`src/rtl/vram_writer.sv`:
```
// vram_writer: CPU register window plus write port into the 200x150 3-bit framebuffer.
// Latency: register writes land on the sampling edge; a PIXEL write strobes VRAM the next cycle; reads return the next cycle.
// Backpressure: none. PIXEL and CMD writes issued while a clear is running are silently dropped.
module vram_writer #(
  parameter int RESOLUTION_W = 200,
  parameter int RESOLUTION_H = 150,
  parameter int COLOR_DEPTH  = 3,
  parameter int ADDR_W       = 15
) (
  input  logic                   PIXEL_CLOCK,
  input  logic                   RESET,
  input  logic                   CPU_SEL,
  input  logic                   CPU_WE,
  input  logic [2:0]             CPU_ADDR,
  input  logic [7:0]             CPU_DIN,
  output logic [7:0]             CPU_DOUT,
  output logic                   BUSY,
  output logic [ADDR_W-1:0]      VRAM_ADDR,
  output logic [COLOR_DEPTH-1:0] VRAM_DATA,
  output logic                   VRAM_WE
);

  // Register window indices
  localparam logic [2:0] REG_X      = 3'd0;
  localparam logic [2:0] REG_Y      = 3'd1;
  localparam logic [2:0] REG_COLOR  = 3'd2;
  localparam logic [2:0] REG_PIXEL  = 3'd3;
  localparam logic [2:0] REG_CMD    = 3'd4;
  localparam logic [2:0] REG_STATUS = 3'd5;

  localparam logic [7:0] CMD_CLEAR = 8'h01;

  // Largest legal cursor coordinates; out-of-range writes clamp to these
  localparam logic [7:0] X_MAX = 8'(RESOLUTION_W - 1);
  localparam logic [7:0] Y_MAX = 8'(RESOLUTION_H - 1);

  // Final linear address written by a clear
  localparam logic [ADDR_W-1:0] LAST_ADDR = ADDR_W'(RESOLUTION_W * RESOLUTION_H - 1);

  typedef enum logic {
    ST_IDLE,
    ST_CLEAR
  } state_e;

  state_e                 state_q, state_d;
  logic [ADDR_W-1:0]      cnt_q, cnt_d;
  logic [7:0]             x_q, x_d;
  logic [7:0]             y_q, y_d;
  logic [COLOR_DEPTH-1:0] color_q, color_d;
  logic [COLOR_DEPTH-1:0] fill_q, fill_d;
  logic [7:0]             dout_q, dout_d;
  logic [ADDR_W-1:0]      addr_q, addr_d;
  logic [COLOR_DEPTH-1:0] data_q, data_d;
  logic                   pix_we_q, pix_we_d;

  logic                   cpu_wr;
  logic                   cpu_rd;
  logic                   busy;
  logic [ADDR_W-1:0]      y_ext;
  logic [ADDR_W-1:0]      cursor_addr;

  assign cpu_wr = CPU_SEL & CPU_WE;
  assign cpu_rd = CPU_SEL & ~CPU_WE;
  assign busy   = (state_q == ST_CLEAR);

  // Y*200 as a sum of shifts (128+64+8); this decomposition is tied to a 200-pixel line
  assign y_ext       = ADDR_W'(y_q);
  assign cursor_addr = (y_ext << 7) + (y_ext << 6) + (y_ext << 3) + ADDR_W'(x_q);

  // Next-state: register window decode, cursor advance and the clear sequencer
  always_comb begin
    state_d  = state_q;
    cnt_d    = cnt_q;
    x_d      = x_q;
    y_d      = y_q;
    color_d  = color_q;
    fill_d   = fill_q;
    dout_d   = dout_q;
    addr_d   = addr_q;
    data_d   = data_q;
    pix_we_d = 1'b0;

    if (cpu_wr) begin
      case (CPU_ADDR)
        REG_X:     x_d = (CPU_DIN > X_MAX) ? X_MAX : CPU_DIN;
        REG_Y:     y_d = (CPU_DIN > Y_MAX) ? Y_MAX : CPU_DIN;
        REG_COLOR: color_d = CPU_DIN[COLOR_DEPTH-1:0];
        REG_PIXEL: begin
          if (!busy) begin
            pix_we_d = 1'b1;
            addr_d   = cursor_addr;
            data_d   = CPU_DIN[COLOR_DEPTH-1:0];
            if (x_q == X_MAX) begin
              x_d = 8'd0;
              y_d = (y_q == Y_MAX) ? 8'd0 : y_q + 8'd1;
            end else begin
              x_d = x_q + 8'd1;
            end
          end
        end
        REG_CMD: begin
          if (!busy && CPU_DIN == CMD_CLEAR) begin
            state_d = ST_CLEAR;
            cnt_d   = '0;
            fill_d  = color_q;
          end
        end
        default: ;
      endcase
    end

    if (cpu_rd) begin
      case (CPU_ADDR)
        REG_X:      dout_d = x_q;
        REG_Y:      dout_d = y_q;
        REG_COLOR:  dout_d = 8'(color_q);
        REG_STATUS: dout_d = {7'd0, busy};
        default:    dout_d = 8'd0;
      endcase
    end

    // The clear drives VRAM straight from the counter; mirror it into the
    // pixel-path registers so the outputs hold the last cleared location afterwards.
    if (state_q == ST_CLEAR) begin
      addr_d = cnt_q;
      data_d = fill_q;
      cnt_d  = cnt_q + ADDR_W'(1);
      if (cnt_q == LAST_ADDR) begin
        state_d = ST_IDLE;
      end
    end
  end

  // State and register bank; reset aborts any clear in progress
  always_ff @(posedge PIXEL_CLOCK or posedge RESET) begin
    if (RESET) begin
      state_q  <= ST_IDLE;
      cnt_q    <= '0;
      x_q      <= 8'd0;
      y_q      <= 8'd0;
      color_q  <= '0;
      fill_q   <= '0;
      dout_q   <= 8'd0;
      addr_q   <= '0;
      data_q   <= '0;
      pix_we_q <= 1'b0;
    end else begin
      state_q  <= state_d;
      cnt_q    <= cnt_d;
      x_q      <= x_d;
      y_q      <= y_d;
      color_q  <= color_d;
      fill_q   <= fill_d;
      dout_q   <= dout_d;
      addr_q   <= addr_d;
      data_q   <= data_d;
      pix_we_q <= pix_we_d;
    end
  end

  assign CPU_DOUT  = dout_q;
  assign BUSY      = busy;
  assign VRAM_WE   = busy | pix_we_q;
  assign VRAM_ADDR = busy ? cnt_q  : addr_q;
  assign VRAM_DATA = busy ? fill_q : data_q;

endmodule
```
`config.mk`:
```
export PLATFORM = sky130hd
export DESIGN_NAME = vram_writer
export DESIGN_NICKNAME = d
export VERILOG_FILES = /design/src/rtl/vram_writer.sv
export SDC_FILE = /design/constraint.sdc
export NUM_CORES = 1
export LEC_CHECK = 0
export BUFFER_PORTS_ARGS = -buffer_cell sky130_fd_sc_hd__buf_4
export CAP_MARGIN = 20
export CELL_PAD_IN_SITES_DETAIL_PLACEMENT = 1
export CELL_PAD_IN_SITES_GLOBAL_PLACEMENT = 1
export CORE_MARGIN = 2
export CORE_UTILIZATION = 45
export DETAILED_ROUTE_END_ITERATION = 8
export PLACE_DENSITY_LB_ADDON = 0.15
export SETUP_SLACK_MARGIN = 0.15
export SKIP_CTS_REPAIR_TIMING = 1
export SYNTH_ARGS = -nofsm -noshare
export SYNTH_HDL_FRONTEND = slang
export SYNTH_SLANG_ARGS = --single-unit
```
`constraint.sdc`:
```
create_clock -name PIXEL_CLOCK -period 7 [get_ports PIXEL_CLOCK]
set_input_delay 2.1 -clock PIXEL_CLOCK [delete_from_list [all_inputs] [get_ports PIXEL_CLOCK]]
set_output_delay 2.1 -clock PIXEL_CLOCK [all_outputs]
set_load 0.005 [all_outputs]
```
; ---- Word-level counts from Yosys, hierarchy flattened
; Index checks and enable logic that the tools add are counted.
[word_totals]
out_inout_bits = 28
wordCells = 78
regBits = 65
[op_classes]
bitwise_logic = 4
add_sub_neg = 6
order_cmp = 2
n_reduce_logical = 15
n_eq_ne = 11
n_mux = 30
[op_table]
columns = operator, count
row1 = $mux W15, 8
row2 = $mux W8, 7
row3 = $pmux W8 S2, 2
row4 = $pmux W8 S4, 1
row5 = $add A8 B1 Y8 const B, 2
row6 = $eq A8 B8 Y1 const B, 2
row7 = $gt A8 B8 Y1 const B, 2
row8 = $add A15 B1 Y15 const B, 1
row9 = $add A15 B11 Y15, 1
row10 = $add A15 B14 Y15, 1
row11 = $add A15 B8 Y15, 1
row12 = $eq A15 B15 Y1 const B, 1
row13 = $mux W3, 4
row14 = $reduce_bool A2 Y1, 6
row15 = $reduce_and A3 Y1, 3
row16 = $eq A8 B1 Y1 const B, 1
row17 = $mux W1, 8
row18 = $eq A3 B2 Y1 const B, 2
row19 = $eq A3 B3 Y1 const B, 2
row20 = $ne A2 B2 Y1 const B, 2
row21 = $reduce_and A2 Y1, 2
row22 = $reduce_and A4 Y1, 1
row23 = $eq A3 B1 Y1 const B, 1
row24 = $logic_not A3 Y1, 1
row25 = other kinds (5), 6

; ---- Longest topological paths before layout
; Gate-level depths: netlist of run 1.
[depth]
ltp_word = 7
mapped_depth = 10
ltp_nobuf = 10

; ---- Worst setup path after synthesis of run 1
; Ideal clock, no wire load.
[synth_path]
path_kind = flip-flop to output port
start = register state_q, in the netlist BUSY
end = output port VRAM_ADDR[0]
required_ns = 4.900
arrival_ns = 1.402
path_stages_with_launch = 6
path_buffers = 3
slack_ns = 3.498
path_cell_list = dfrtp_1 -> clkbuf_1 -> clkbuf_1 -> clkbuf_1 -> nand2_1 -> o21ai_0
[synth_via]
elab_chain_cells = 1
[synth_rtl]
columns = element, line_no
row1 = start: declaration, 45  ; state_e state_q, state_d;
row2 = start signal: assignment, 148  ; state_q <= state_d;
row3 = $mux W15, 164  ; assign VRAM_ADDR = busy ? cnt_q : addr_q;
row4 = end: declaration, 18  ; output logic [ADDR_W-1:0] VRAM_ADDR,
; Every way passes these cells.

; ---- Final worst setup path of run 1
[layout_path]
start = register state_q, in the netlist BUSY
end = output port VRAM_DATA[2]
[layout_via]
elab_chain_cells = 1
[layout_rtl]
columns = element, line_no
row1 = $mux W3, 165  ; assign VRAM_DATA = busy ? fill_q : data_q;
row2 = end: declaration, 19  ; output logic [COLOR_DEPTH-1:0] VRAM_DATA,
; Every way passes these cells.

==> results of run 1 <==
-- cells by family after synthesis --
kind of cell / Yosys count / synth area share
flops: 65 / 0.3606
simple gates: 152 / 0.1800
buf+inv: 69 / 0.06213
xor+xnor: 12 / 0.02330
mux: 25 / 0.05714
compound gates: 140 / 0.1942
fa+ha+maj: 40 / 0.1226
-- per-layer routing --
layer | share of wire | up-vias | track usage | routed length, µm
li1 | - | 1860 | - | -
met1 | 0.46 | 2014 | 0.3400 | 6045
met2 | 0.49 | 84 | 0.4140 | 6422
met3 | 0.031 | 25 | 0.03383 | 405
met4 | 0.028 | 0 | 0.1023 | 369
met5 | 0 | - | 0 | 0
-- synthesized netlist by cell type (4+ instances only) --
master | instances | area [µm²]
ha_1 | 33 | 412.9
o211ai_1 | 5 | 37.54
inv_1 | 48 | 180.2
nand2_1 | 48 | 180.2
and2_1 | 6 | 37.54
nor4_1 | 5 | 31.28
a21oi_1 | 25 | 125.1
a31oi_1 | 4 | 25.02
nor2_1 | 32 | 120.1
clkbuf_1 | 9 | 33.78
a22o_1 | 7 | 61.31
xnor2_1 | 11 | 96.34
mux2_2 | 6 | 67.56
buf_2 | 11 | 55.05
or3_1 | 6 | 37.54
nand4_1 | 7 | 43.79
dfrtp_1 | 65 | 1627
and3_1 | 6 | 37.54
o21ai_0 | 63 | 315.3
nand3_1 | 8 | 40.04
nor3_1 | 8 | 40.04
a211oi_1 | 4 | 30.03
fa_1 | 7 | 140.1
mux2i_1 | 19 | 190.2
-- critical path, cell delays in order, from the launching register on --
cell and delay, ns:
dfrtp_2 0.70, buf_4 0.46, nand2_1 0.14, o21ai_0 0.16, buf_4 0.18
-- power by group through the flow --
| stage | logic [mW] | clock network, mW | registers [mW] |
|---|---|---|---|
| 2_1_floorplan | 0.437 | 0 | 0.512 |
| 3_3_place_gp | 0.631 | 0 | 0.543 |
| 3_5_place_dp | 0.654 | 0 | 0.550 |
| 4_1_cts | 0.661 | 0.351 | 0.543 |
| 5_1_grt | 0.746 | 0.366 | 0.555 |
| 6_report | 0.653 | 0.346 | 0.544 |
-- area by class of cell --
cell class                      count  area share
Inverter                           48     0.03521
Sequential cell                    65      0.3181
Clock inverter                      7     0.01516
Tap cell                          133     0.03252
Clock buffer                        9     0.02421
Multi-Input combinational cell    369      0.5088
Timing Repair Buffer               45     0.06601
-- cells in the final DEF, fill, tap and decap left out, drive strengths merged, types with 11 or more instances in the layout --
| cell | count |
|---|---|
| a21oi | 25 |
| buf | 45 |
| dfrtp | 65 |
| ha | 33 |
| inv | 50 |
| mux2i | 19 |
| nand2 | 49 |
| nor2 | 33 |
| o21ai | 65 |
| xnor2 | 11 |
-- final timing paths --
path / from / endpoint / slack, ns / depth (start not counted)
min in group asynchronous: RESET / CPU_DOUT[4]$_DFFE_PP0P_ / 2.01 / 3
max in group asynchronous: RESET / BUSY$_DFF_PP0_ / 4.37 / 3
max: BUSY$_DFF_PP0_ / VRAM_DATA[2] / 2.89 / 4
min: CPU_DOUT[3]$_DFFE_PP0P_ / CPU_DOUT[3]$_DFFE_PP0P_ / 0.49 / 2
min reg2reg: CPU_DOUT[3]$_DFFE_PP0P_ / CPU_DOUT[3]$_DFFE_PP0P_ / 0.49 / 2
max reg2reg: y_q[0]$_DFFE_PP0P_ / addr_q[11]$_DFFE_PP0P_ / 3.60 / 10
-- flip-flops by register name (all words and copies together), names as in the netlist --
name and cells:
addr_q 15, fill_q 3, BUSY 1, y_q 8, CPU_DOUT 8, x_q 8
color_q 3, pix_we_q 1, data_q 3, cnt_q 15
-- through the flow --
stage,instance area [µm²],hold slack (ns)
6_report,5117,0.4881
5_1_grt,5117,0.5258
4_1_cts,5117,0.4972
3_5_place_dp,4916,0.4786
3_3_place_gp,4908,0.4690
2_1_floorplan,4511,0.4593
==> results_dict.tcl, run 1 <==
set metrics [dict create \
    status "finished, final reports clean" \
    grt_max_degree 66 \
    cts_sinks 65 \
    synth_warnings 0 \
    placed_cells 660 \
    cp_max_fo 46 \
    pwr-share-seq 0.352 \
    worst_pin_slew_ns 0.9692 \
    gp_congestion 0.8768 \
    worstHoldPathType "register to register" \
    pwr-share-clk 0.224 \
    syn_area_per_cell_um2 8.967 \
    syn-num-nets 558 \
    final-max-slew-violation-count 0 \
    rows 36 \
    crit_required_ns 4.90 \
    swShare 0.4007 \
    clkTransAtPathRegs_ns 0.09 \
    netlist_instances 503 \
    cts.path.max_buffers 2 \
    numPortBuffers 42 \
    dieArea_um2 10840 \
    tns_ns 0 \
    fillers 1172 \
    drc 0 \
    layout_min_cycle_time_ns 4.108 \
    leakagePower_nw 2.403 \
    initial_core_util 0.4636 \
    hold_viol 0 \
    synth.yosys.seq_area_share 0.3606 \
    synth_ff_type "dfrtp_1" \
    drt_first_pass_iters 4 \
    die_w_um 104.1 \
    avgViaCountPerCell 5.892 \
    p_int_mw 0.9247 \
    dp_slack_ns 2.759 \
    grt_pass1_wl_um 21900 \
    synth-edff-count 0 \
    yosysUniqueCellTypes 63 \
    num_io_pins 43 \
    clock_latency_ns 0.35 \
    p_sw_mw 0.6182 \
    vdd_drop_max_mv 0.1495 \
    antenna_left 0 \
    cts-root-buf "clkbuf_8" \
    numCtsBuffers 9 \
    cts_tree "yes" \
    combPwrFrac 0.423 \
    final.period_utilization 0.5869 \
    seq_area_um2 1628 \
    finalNonFillerCells 676 \
    end_kind "output port" \
    crit_type "register to output port" \
    die_y_um 104.1 \
    finalSetupViolations 0 \
    fp.coreArea_um2 9729 \
    maxSlewHeadroom 0.3515 \
    gr-total-overflow 0 \
    drt-total-wl_um 13240 \
    skew_ns 0.009574 \
    start_kind "register" \
    synth-async-reset-ratio 1.000 \
    cp.arrival_ns 2.01 \
    grtUsageTotal 0.2531 \
    final.setup.worst_slack_ns 2.892 \
    layout-drive-gt1-share 0.1529 \
    fmax_mhz 243.4 \
    antenna_found_initial 0 \
    h-tree-depth 3 \
    vias 3983 \
    dp_hpwl_um 9703 \
    netlist_area_um2 4511 \
    antenna_cells 0 \
    synth.ff_latch_count 65 \
    grt_pass1_vias 4183 \
    syn2layout_area_growth_pct 13.45 \
    multi_input_area_um2 2604 \
    drt_iter0_drc 240 \
    fin_nets 593 \
    fin_util 0.5260 \
    rsz0062_at_grt "false" \
    total_power_mw 1.543 \
    cellPowerDensity_nw_per_um2 301.5 \
    drv_cap 0 \
    wl_per_cell_um 19.59 \
]
(Power assumes the default switching activity.)
==> inputs of run 2 (changes only) <==
CORE_UTILIZATION = 42   (was 45)
clock period = 3.5 ns   (was 7 ns; I/O delays follow)
==> results_dict.tcl, run 2 (synthesis results as in run 1) <==
set metrics [dict create \
    crit_required_ns 3.77 \
    num_io_pins 43 \
    syn2layout_area_growth_pct 15.12 \
    drc 0 \
    crit_path_top_delay_cell "fa_1" \
    final_common_cell "dfrtp_1" \
    grt_pass1_vias 4170 \
    die_w_um 107.6 \
    rows 37 \
    cellPowerDensity_nw_per_um2 587.3 \
    cp_max_fo 5 \
    layout_min_cycle_time_ns 3.138 \
    drt-total-wl_um 12570 \
    rsz0062_at_grt "false" \
    start_kind "register" \
    wl_per_cell_um 18.35 \
    hold_viol 0 \
    fin_nets 599 \
    numCtsBuffers 9 \
    antenna_left 0 \
    reg2reg_depth 10 \
    dieArea_um2 11580 \
    finalSetupViolations 0 \
    h-tree-depth 3 \
    worstHoldPathType "register to register" \
    cts-root-buf "clkbuf_8" \
    clkTransAtPathRegs_ns 0.07 \
    fmax_mhz 318.7 \
    maxSlewHeadroom 0.5091 \
    vdd_drop_max_mv 0.3219 \
    drv_cap 0 \
    cp.depth 10 \
    final_cell_mix "dfrtp_1 (64), o21ai_0 (63), buf_4 (49)" \
    cts.path.max_buffers 2 \
    fillers 1237 \
    final-max-slew-violation-count 0 \
    grt_max_degree 40 \
    grt_pass1_wl_um 21250 \
    gp_congestion 0.8877 \
    skew_ns 0.01184 \
    numPortBuffers 42 \
    tns_ns 0 \
    final.period_utilization 0.8965 \
    cts_sinks 65 \
    path_cells "inv_1 > fa_1 > inv_1 > fa_1 > ha_1 > o21ai_0 > o21bai_1 > a21o_1 > a311o_1 > o211ai_1" \
    clock_latency_ns 0.36 \
    vias 3931 \
    fp.coreArea_um2 10370 \
    reg_top3 "addr_q x15, cnt_q x15" \
    grtUsageTotal 0.2373 \
    worst-path-buf-inv 2 \
    end_kind "register" \
    cpLargestDelayFamily "adder cells" \
    cp.arrival_ns 3.41 \
    antenna_found_initial 0 \
    drt_iter0_drc 135 \
    die_y_um 107.6 \
    leakagePower_nw 2.440 \
    dp_hpwl_um 9434 \
    crit_type "register to register" \
    status "finished, final reports clean" \
    worst_pin_slew_ns 0.7353 \
    avgViaCountPerCell 5.739 \
    initial_core_util 0.4350 \
    cpPeakStageDelay_ns 0.51 \
    layout-drive-gt1-share 0.1621 \
    gr-total-overflow 0 \
    drt_first_pass_iters 4 \
    whs_ns 0.4858 \
    antenna_cells 0 \
    whs_path_depth 2 \
    cts_tree "yes" \
]
==> run 2: worst reg2reg max path, delay by kind of cell (launching register included) <==
kind                       cells  cell delay (ns)
AOI/OAI and AO/OA              5             1.09
buffers and inverters          2             0.20
adders and majority gates      3             1.35
DFF                            1             0.43
==> run 2: worst paths after layout <==
check / from / endpoint / slack [ns]
max: y_q[1]$_DFFE_PP0P_ / addr_q[14]$_DFFE_PP0P_ / 0.36
min: CPU_DOUT[0]$_DFFE_PP0P_ / CPU_DOUT[0]$_DFFE_PP0P_ / 0.49
max reg2reg: y_q[1]$_DFFE_PP0P_ / addr_q[14]$_DFFE_PP0P_ / 0.36
min reg2reg: CPU_DOUT[0]$_DFFE_PP0P_ / CPU_DOUT[0]$_DFFE_PP0P_ / 0.49
max in group asynchronous: RESET / addr_q[14]$_DFFE_PP0P_ / 2.03
min in group asynchronous: RESET / CPU_DOUT[7]$_DFFE_PP0P_ / 0.82
==> run 2: per-layer routing <==
metal  global-route usage  part of all wire  up-vias
met1               0.2988              0.44     1921
met4              0.08700             0.022        0
li1                     -                 -     1882
met2               0.4052              0.49      104
met3              0.04419             0.056       24
met5                    0                 0        -
==> run 2: power breakdown <==
group	switching, mW	internal [mW]
sequential	0.151	0.910
combinational	0.711	0.612
clock	0.318	0.347
total	1.18	1.87
==> run 2: metrics by stage <==
stage / instance area (µm²) / utilization / total power [mW] / cells / setup slack [ns]
3_3_place_gp: 4990 / 0.4812 / 2.338 / 669 / 0.4762
3_5_place_dp: 4990 / 0.4812 / 2.379 / 669 / 0.3739
6_report: 5192 / 0.5007 / 3.050 / 685 / 0.3621
4_1_cts: 5187 / 0.5002 / 3.077 / 685 / 0.3281
5_1_grt: 5192 / 0.5007 / 3.304 / 685 / 0.1746
2_1_floorplan: 4511 / - / 1.899 / 503 / 0.5677
==> run 2: area by class of cell <==
type / instances / area (µm²) / area share
Clock buffer: 11 / 141.4 / 0.02723
Multi-Input combinational cell: 369 / 2609 / 0.5024
Clock inverter: 5 / 56.30 / 0.01084
Sequential cell: 65 / 1628 / 0.3135
Inverter: 48 / 180.2 / 0.03470
Timing Repair Buffer: 51 / 407.9 / 0.07855
Tap cell: 136 / 170.2 / 0.03277
==> inputs of run 3 (changes only) <==
ABC_AREA = 1   (was default)
CORE_UTILIZATION = 40   (was 42)
==> results_dict.tcl, run 3 <==
set metrics [dict create \
    numCtsBuffers 9 \
    netlist_instances 657 \
    cp_max_fo 6 \
    numPortBuffers 42 \
    syn2layout_area_growth_pct 16.30 \
    initial_core_util 0.4088 \
    drt_iter0_drc 240 \
    h-tree-depth 3 \
    fin_util 0.4755 \
    synth-edff-count 0 \
    synth.yosys.seq_area_share 0.3484 \
    clkTransAtPathRegs_ns 0.06 \
    die_w_um 112.0 \
    synth_warnings 0 \
    clock_latency_ns 0.35 \
    grtUsageTotal 0.2423 \
    reg_top3 "addr_q x15, cnt_q x15" \
    crit_required_ns 3.74 \
    dieArea_um2 12550 \
    whs_ns 0.4868 \
    yosysMostFrequentCell "nand2_1" \
    netlist_area_um2 4668 \
    worstHoldPathType "register to register" \
    drv_cap 0 \
    rsz0062_at_grt "false" \
    synth.ff_latch_count 65 \
    synth-compound-area-share 0.09756 \
    grt_pass1_vias 4791 \
    final_cell_mix "nand2_1 (220), inv_1 (81), dfrtp_1 (65), nand3_1 (65), buf_4 (47)" \
    drt-total-wl_um 14350 \
    dp_hpwl_um 10990 \
    cts_sinks 65 \
    cts.path.max_buffers 2 \
    final.setup.worst_slack_ns 0.7457 \
    avgViaCountPerCell 5.325 \
    synth_ff_type "dfrtp_1" \
    skew_ns 0.009507 \
    antenna_left 0 \
    crit_path_top_delay_cell "fa_1" \
    syn-num-nets 712 \
    leakagePower_nw 2.884 \
    die_y_um 112.0 \
    drc 0 \
    cts-root-buf "clkbuf_16" \
    finalNonFillerCells 849 \
    gp_congestion 0.8751 \
    wl_per_cell_um 16.90 \
    path_cells "inv_1 > fa_1 > inv_1 > fa_1 > ha_1 > nand2_1 > nand3_1 > nand2_1 > nand3b_1 > nand3_1 > nand2_1" \
    antenna_found_initial 0 \
    fillers 1465 \
    synth_common_cells "nand2_1 (220), inv_1 (82), dfrtp_1 (65), nand3_1 (65), nor2_1 (44)" \
    synth_simple_gate_area_frac 0.3364 \
    fin_nets 756 \
    drt_first_pass_iters 4 \
    vdd_drop_max_mv 0.2628 \
    synth_area_leaders "dfrtp_1 (35%), nand2_1 (18%), ha_1 (8.8%)" \
    cpMostUsedCell "nand2_1" \
    dp_slack_ns 0.7329 \
    syn_area_per_cell_um2 7.105 \
    yosysUniqueCellTypes 35 \
    gr-total-overflow 0 \
    end_kind "register" \
    tns_ns 0 \
    antenna_cells 0 \
    vias 4521 \
    synthMuxAreaShare 0 \
    layout-drive-gt1-share 0.1147 \
    num_io_pins 43 \
    final-max-slew-violation-count 0 \
    synthAdderAreaFrac 0.1185 \
    synth_top_area_frac 0.3484 \
    grt_max_degree 66 \
    hold_viol 0 \
    crit_type "register to register" \
    fp.coreArea_um2 11420 \
    worst_pin_slew_ns 0.8845 \
    synth-async-reset-ratio 1.000 \
    cp.arrival_ns 2.99 \
    final_common_cell "nand2_1" \
    synth-xor-area-share 0.01313 \
    yosys.area.top_type "dfrtp_1" \
    grt_pass1_wl_um 24130 \
    layout_min_cycle_time_ns 2.754 \
    start_kind "register" \
    maxSlewHeadroom 0.4104 \
    synth_top_family_by_area "simple AND/OR/NAND/NOR gates" \
    fmax_mhz 363.1 \
    cpPeakStageDelay_ns 0.53 \
    cellPowerDensity_nw_per_um2 511.2 \
    final.period_utilization 0.7869 \
    status "finished, final reports clean" \
    finalSetupViolations 0 \
    cts_tree "yes" \
    rows 39 \
    placed_cells 833 \
]
-- run 3: worst paths after layout --
path,start,cells past startpoint,slack (ns),endpoint
max,y_q[0]$_DFFE_PP0P_,11,0.75,addr_q[10]$_DFFE_PP0P_
min,CPU_DOUT[7]$_DFFE_PP0P_,2,0.49,CPU_DOUT[7]$_DFFE_PP0P_
max reg2reg,y_q[0]$_DFFE_PP0P_,11,0.75,addr_q[10]$_DFFE_PP0P_
min reg2reg,CPU_DOUT[7]$_DFFE_PP0P_,2,0.49,CPU_DOUT[7]$_DFFE_PP0P_
max in group asynchronous,RESET,3,1.95,y_q[1]$_DFFE_PP0P_
min in group asynchronous,RESET,3,0.96,data_q[0]$_DFFE_PP0P_
-- run 3: kinds of logic (layout without fill, tap and decap cells) --
family | Yosys count | after routing
flops | 65 | 65
buf+inv | 101 | 150
xor+xnor | 7 | 7
simple gates | 368 | 368
compound gates | 76 | 76
fa+ha+maj | 40 | 40
-- run 3: stage by stage --
stage	cell area (µm²)	power (mW)
after floorplan	4668	1.565
after global placement	5126	1.813
after detailed placement	5126	1.842
after CTS	5429	2.809
after global routing	5429	2.996
final	5429	2.775
-- run 3: per-layer routing --
| layer | up-vias | global-route usage | wire (µm) |
|---|---|---|---|
| met5 | - | 0 | 0 |
| met4 | 0 | 0.09512 | 293 |
| met1 | 2206 | 0.3234 | 6656 |
| li1 | 2230 | - | - |
| met2 | 65 | 0.4048 | 6955 |
| met3 | 20 | 0.02862 | 439 |
-- run 3: worst max-delay path, delay by kind of cell, from the launching register on --
| family | cells | cell delay (ns) |
|---|---|---|
| adders and majority gates | 3 | 1.37 |
| DFF | 1 | 0.45 |
| buffers and inverters | 2 | 0.21 |
| and+or+nand+nor | 6 | 0.63 |
-- run 3: final cells by class --
class	instances	area [µm²]	share of cell area
Clock buffer	9	225.2	0.04148
Clock inverter	7	77.57	0.01429
Inverter	87	327.8	0.06038
Multi-Input combinational cell	491	2640	0.4863
Sequential cell	65	1627	0.2996
Tap cell	143	178.9	0.03296
Timing Repair Buffer	47	352.8	0.06499
-- run 3: report_power, final --
part	internal, mW	total [mW]	switching [mW]
combinational	0.351	0.934	0.583
clock	0.557	0.941	0.383
sequential	0.813	0.901	0.0881
